==> config.mk <==
export PLATFORM = sky130hd
export DESIGN_NAME = rgb_pwm_driver
export DESIGN_NICKNAME = d
export VERILOG_FILES = /design/src/rtl/rgb_pwm_driver.sv
export SDC_FILE = /design/constraint.sdc
export NUM_CORES = 1
export LEC_CHECK = 0
export ABC_AREA = 1
export CAP_MARGIN = 10
export CORE_AREA = 10 10 79 81
export CTS_CLUSTER_SIZE = 14
export DETAILED_ROUTE_END_ITERATION = 7
export DIE_AREA = 0 0 89 91
export PLACE_DENSITY = 0.74
export SLEW_MARGIN = 10
export SYNTH_ARGS = -nofsm -noshare
export SYNTH_HDL_FRONTEND = slang
export SYNTH_SLANG_ARGS = --single-unit
==> constraint.sdc <==
create_clock -name clk -period 1.8 [get_ports clk]
set_input_delay 0.27 -clock clk [delete_from_list [all_inputs] [get_ports clk]]
set_output_delay 0.27 -clock clk [all_outputs]
set_load 0.02 [all_outputs]
==> src/rtl/rgb_pwm_driver.sv <==
// rtl/rgb_pwm_driver.sv - 15-step RGB LED PWM driver with shared prescaler; RGB_PWM_GAMMA_EN adds a gamma table
module rgb_pwm_driver #(
    parameter int PRESCALE = 250
) (
    input  logic       clk,
    input  logic       rst,
    input  logic       en,
    input  logic [3:0] r,
    input  logic [3:0] g,
    input  logic [3:0] b,
    output logic       led_r,
    output logic       led_g,
    output logic       led_b,
    output logic       frame
);

    localparam logic [15:0] PRESC_MAX = 16'(PRESCALE - 1);
    localparam logic [3:0]  PHASE_MAX = 4'd14;

    logic [15:0] presc;
    logic [3:0]  phase;
    logic [3:0]  sh_r;
    logic [3:0]  sh_g;
    logic [3:0]  sh_b;
    logic        tick;
    logic        wrap;

    assign tick = (presc == PRESC_MAX);
    assign wrap = tick && (phase == PHASE_MAX);

    function automatic logic [3:0] shape(input logic [3:0] lvl);
`ifdef RGB_PWM_GAMMA_EN
        logic [3:0] res;
        case (lvl)
            4'd0:    res = 4'd0;
            4'd1:    res = 4'd0;
            4'd2:    res = 4'd1;
            4'd3:    res = 4'd1;
            4'd4:    res = 4'd1;
            4'd5:    res = 4'd2;
            4'd6:    res = 4'd2;
            4'd7:    res = 4'd3;
            4'd8:    res = 4'd4;
            4'd9:    res = 4'd5;
            4'd10:   res = 4'd6;
            4'd11:   res = 4'd7;
            4'd12:   res = 4'd9;
            4'd13:   res = 4'd10;
            4'd14:   res = 4'd12;
            default: res = 4'd15;
        endcase
        return res;
`else
        return lvl;
`endif
    endfunction

    always_ff @(posedge clk or posedge rst) begin
        if (rst) begin
            presc <= '0;
            phase <= '0;
            sh_r  <= '0;
            sh_g  <= '0;
            sh_b  <= '0;
            frame <= 1'b0;
            led_r <= 1'b0;
            led_g <= 1'b0;
            led_b <= 1'b0;
        end else begin
            presc <= tick ? '0 : presc + 16'd1;
            if (tick) begin
                phase <= (phase == PHASE_MAX) ? '0 : phase + 4'd1;
            end
            // Levels only land at the period wrap so mid-period changes never glitch a pulse
            if (wrap) begin
                sh_r <= shape(r);
                sh_g <= shape(g);
                sh_b <= shape(b);
            end
            frame <= wrap;
            led_r <= en && (phase < sh_r);
            led_g <= en && (phase < sh_g);
            led_b <= en && (phase < sh_b);
        end
    end

endmodule

==> results of run 1 <==
worst max path at each step:
stage / end / slack, ns / cells past startpoint
after global placement: presc[12] / 0.40 / 8
after CTS: frame / 0.28 / 1
after floorplan: sh_b[0] / 0.49 / 10
after global routing: sh_r[0] / 0.13 / 5
final: frame / 0.30 / 1
after detailed placement: sh_b[0] / 0.33 / 5
per-layer routing:
metal | global-route usage, % | part of all wire, % | vias to the layer above
li1 | - | - | 837
met4 | 5.70 | 2.3 | 0
met3 | 2.77 | 4.0 | 5
met1 | 13.6 | 47 | 725
met2 | 15.9 | 46 | 22
met5 | 0 | 0 | -
per-stage QoR:
step | setup WS, ns | total power [uW] | instances
after floorplan | 0.485 | 847 | 249
after global placement | 0.398 | 892 | 320
after detailed placement | 0.330 | 892 | 320
after CTS | 0.284 | 1480 | 328
after global routing | 0.129 | 1530 | 328
final | 0.303 | 1460 | 328
layout make-up:
type	count	area, um2	share of cell area, %
Inverter	31	116	5.04
Multi-Input combinational cell	178	930	40.3
Clock buffer	8	90.1	3.90
Tap cell	54	67.6	2.93
Sequential cell	36	901	39.0
Timing Repair Buffer	21	203	8.79
sequential cells by signal, indices dropped and copies added, names as in the netlist:
signal and flops:
sh_g 4, frame 1, sh_r 4, presc 16, led_r 1, led_g 1, led_b 1, phase 4
sh_b 4
synthesized netlist by cell type:
cell type	count	share of area, %
nand2_1	77	15
dfrtp_1	36	45
nor2_1	36	6.8
inv_1	28	5.3
nand4_1	15	4.7
ha_1	11	6.9
nand3_1	7	1.8
o21ai_0	7	1.8
xor2_1	7	3.1
a21oi_1	6	1.5
o21bai_1	4	1.5
buf_4	3	1.1
inv_2	3	0.57
nor2_2	2	0.63
nor2_4	2	1.1
xnor2_1	2	0.88
buf_6	1	0.57
nand3_4	1	0.88
nand4_2	1	0.63
power breakdown:
part	internal, uW	total (uW)	switching (uW)
clock network	312	582	270
logic	34.6	61.7	27.1
registers	812	813	0.913
kinds of logic (layout without fill, tap and decap cells):
| logic type | Yosys count | count (layout) |
|---|---|---|
| buffers and inverters | 35 | 60 |
| xor gates and xnor gates | 9 | 9 |
| AOI/OAI and AO/OA | 17 | 17 |
| DFF | 36 | 36 |
| and+or+nand+nor | 141 | 141 |
| adders and majority gates | 11 | 11 |
==> flow_metrics.tcl, run 1 <==
set metrics [dict create \
    cts_setup_buffers 0 \
    final_util_pct 49.5 \
    rsz0062_at_grt "false" \
    rows 25 \
    worstPathMaxFanout 1 \
    drive_gt1_share_pct 6.57 \
    num_vias 1589 \
    worst_path_max_delay_cell "clkdlybuf4s50_1" \
    clock-sinks 36 \
    clk_pin_slew_ns 0.07 \
    p_per_area_nw_per_um2 631 \
    grt_max_degree 37 \
    skew_ns 0.00609 \
    ioPinCount 19 \
    outcome "finished clean" \
    maxSlewViolCount 0 \
    hold_viol_final 0 \
    cts_buffers 5 \
    final.setup.tns_ns 0 \
    final_common_cell "nand2_1" \
    syn_area_per_cell_um2 7.95 \
    yosysSeqAreaShare_pct 45.5 \
    rr_startpoint "phase[2]" \
    cts_resized 0 \
    syn-instance-count 249 \
    antenna_found_initial 0 \
    cts_tree "yes" \
    grt_pass1_wl_um 6970 \
    synth-simple-area-share_pct 31.2 \
    synthDistinctLibCells 19 \
    first_pass_iters 4 \
    cts_hold_buffers 0 \
    synth_xor_area_share_pct 3.98 \
    nNetsFinal 299 \
    slew_headroom_pct 70.1 \
    synth_fa_ha_area_share_pct 6.95 \
    ys_seq_elements 36 \
    irDropWorstVdd_mv 0.281 \
    wire_per_inst_um 11.7 \
    core_um2 4660 \
    p_leak_uw 0.00125 \
    nFillCells 447 \
    cp_cell_sequence "clkdlybuf4s50_1" \
    tightest_slew_ns 0.448 \
    die_area_um2 8100 \
    holdWs_ns 0.382 \
    max_cap_violations 0 \
    arrival_ns 1.23 \
    crit_type "reg -> out" \
    crit_required_ns 1.53 \
    cts_root_buf "clkbuf_8" \
    syn-cell-area_um2 1980 \
    cp_num_buf_inv 1 \
    hpwl_um 2940 \
    totalWireLength_um 3840 \
    synth-compound-area-share_pct 4.80 \
    synth_top_family_by_area "simple AND/OR/NAND/NOR gates" \
    drtIter0Drc 118 \
    antennaDiodeCount 0 \
    r2r-end "sh_b[0]" \
    synth_fp_nets 275 \
    crit_family "buffers and inverters" \
    cts_max_level 2 \
    layout_min_cycle_time_ns 1.50 \
    setup_viol 0 \
    grt_pass1_vias 1556 \
    hp-class "in -> async" \
    die_h_um 91 \
    reg2reg_slack_ns 0.31 \
    critPathMaxStageDelay_ns 0.61 \
    initial_utilization_pct 42.5 \
    fmax_ghz 0.668 \
    synthMuxAreaShare_pct 0 \
    critPathLaunch "frame" \
    grt_overflow 0 \
    clk_latency_ns 0.28 \
    die_width_um 89 \
    port_buffers 18 \
    ant_nets 0 \
    final_cell_mix "77 x nand2_1, 36 x nor2_1, 36 x dfrtp_1, 28 x inv_1, 18 x clkdlybuf4s50_1" \
    ff2ff_path_depth 5 \
    via_per_inst 4.84 \
    clockBufferDepth 2 \
    startpoint_type "flip-flop" \
    gp_congestion 0.770 \
    drc_errors 0 \
    track_usage_pct 10.6 \
    ys_warn_count 0 \
    endpoint_kind "primary output" \
    syn2layout_area_growth_pct 16.5 \
    dpl_cell_area_um2 2220 \
    timing.final.crit_share_pct 83.2 \
    design_area_um2 2310 \
]
No activity file was read; power rests on OpenSTA's default activity.
==> run 2: changes to the inputs <==
==> constraint.sdc (replaced) <==
create_clock -name clk -period 1.4 [get_ports clk]
set_input_delay 0.21 -clock clk [delete_from_list [all_inputs] [get_ports clk]]
set_output_delay 0.21 -clock clk [all_outputs]
set_load 0.02 [all_outputs]
==> flow_metrics.tcl, run 2 (synthesized netlist as in run 1, its figures left out) <==
set metrics [dict create \
    grt_pass1_wl_um 7170 \
    max_cap_violations 0 \
    worstPathMaxFanout 6 \
    clockBufferDepth 2 \
    irDropWorstVdd_mv 0.422 \
    ioPinCount 19 \
    skew_ns 0.00473 \
    syn2layout_area_growth_pct 22.6 \
    grt_overflow 0 \
    via_per_inst 4.96 \
    layout_min_cycle_time_ns 1.40 \
    rows 25 \
    core_um2 4660 \
    cts_buffers 5 \
    final_common_cell "nand2_1" \
    endpoint_kind "flip-flop" \
    die_h_um 91 \
    top_register "presc" \
    post-place-ws_ns 0.0236 \
    setup_viol 0 \
    design_area_um2 2430 \
    rr_startpoint "presc[1]" \
    final_cell_mix "69 x nand2_1, 36 x dfrtp_1, 35 x nor2_1, 27 x inv_1, 15 x nand4_1" \
    drtIter0Drc 62 \
    first_pass_iters 5 \
    holdWs_ns 0.269 \
    cts_root_buf "clkbuf_8" \
    track_usage_pct 11.0 \
    crit_required_ns 1.58 \
    nNetsFinal 308 \
    dpl_cell_area_um2 2280 \
    arrival_ns 1.58 \
    outcome "finished clean" \
    clk_pin_slew_ns 0.07 \
    hold_viol_final 0 \
    cts_hold_buffers 0 \
    wire_per_inst_um 12.6 \
    initial_utilization_pct 42.5 \
    antenna_found_initial 0 \
    ant_nets 0 \
    cts_tree "yes" \
    crit_family "simple AND/OR/NAND/NOR gates" \
    critPathMaxStageDelay_ns 0.40 \
    p_per_area_nw_per_um2 788 \
    tightest_slew_ns 0.293 \
    drc_errors 0 \
    antennaDiodeCount 0 \
    maxSlewViolCount 0 \
    grt_max_degree 37 \
    num_vias 1665 \
    largest_reg_flops 16 \
    clock-sinks 36 \
    gp_congestion 0.804 \
    fmax_ghz 0.715 \
    die_width_um 89 \
    die_area_um2 8100 \
    slew_headroom_pct 80.5 \
    worst_path_max_delay_cell "dfrtp_1" \
    grt_pass1_vias 1586 \
    hp-class "in -> async" \
    drive_gt1_share_pct 13.8 \
    rsz0062_at_grt "true" \
    totalWireLength_um 4230 \
    p_total_uw 1910 \
    clk_latency_ns 0.29 \
    timing.final.crit_share_pct 99.9 \
    crit_type "reg -> reg" \
    layout_setup_ws_ns 0.00149 \
    critPathLaunch "presc[1]" \
    cp_cell_sequence "inv_1 -> ha_2 -> nand2_2 -> inv_2 -> nand2_2 -> nor2_4 -> nand3_2 -> nand2_1 -> nand2_1" \
    port_buffers 18 \
    hpwl_um 3050 \
    startpoint_type "flip-flop" \
    cp_num_buf_inv 2 \
    cts_max_level 2 \
    p_leak_uw 0.00131 \
]
==> run 2: cell types whose count changed in the layout (fill, tap and decap cells not counted), sizes merged <==
cell and change:
buf +8, clkbuf -1, clkdlybuf4s50 -4, dlygate4sd2 +4, nand3 +1
==> run 2: final timing paths <==
check                       endpoint  cells after the start  slack, ns
max                          sh_b[0]                      9      0.001
min                         phase[2]                      3       0.27
max reg2reg                  sh_b[0]                      9      0.001
min reg2reg                presc[15]                      1       0.47
min in group clk           presc[15]                      1       0.47
max in group asynchronous  presc[14]                      3       0.94
==> run 2: area by class of cell <==
cell class	count	area, um2
inverters	31	119
fillers	450	2230
repair buffers	29	274
multi-input cells	179	970
well taps	54	67.6
flip-flops and latches	36	901
clock buffers	7	96.3
==> run 2: timing repair <==
| item | 4_1_cts | 5_1_grt |
|---|---|---|
| pin swaps | 0 | 3 |
| endpoints found under the setup margin | 4 | 26 |
| resized for setup | 4 | 14 |
| buffers inserted | 0 | 1 |
| cloned | 0 | 1 |
==> run 2: per-layer routing <==
metal  vias up  part of all wire (%)  wire [um]  track usage (%)
met3         7                   4.5        189             2.86
li1        857                     -          -                -
met1       771                    44       1850             13.1
met5         -                     0          0                0
met2        30                    50       2110             18.4
met4         0                   2.0         84             4.38
==> run 2: report_power, final <==
part           switching (uW)  leakage, uW  total (uW)  internal (uW)
sequential              0.791     0.000419        1040           1040
clock                     349    0.0000503         787            438
combinational            36.3     0.000836        81.6           45.2
==> run 2: through the flow <==
step	std cells	TNS [ns]	utilization, %
floorplan	249	0	-
finish	336	0	52.1
CTS	334	0	50.9
global placement	327	0	49.0
global route	336	-1.08	52.1
detailed placement	327	0	49.0
==> run 2: tightest hold or removal path, cell delays in order <==
cell and delay, ns:
clkdlybuf4s50_1 0.40, inv_1 0.09, buf_12 0.22
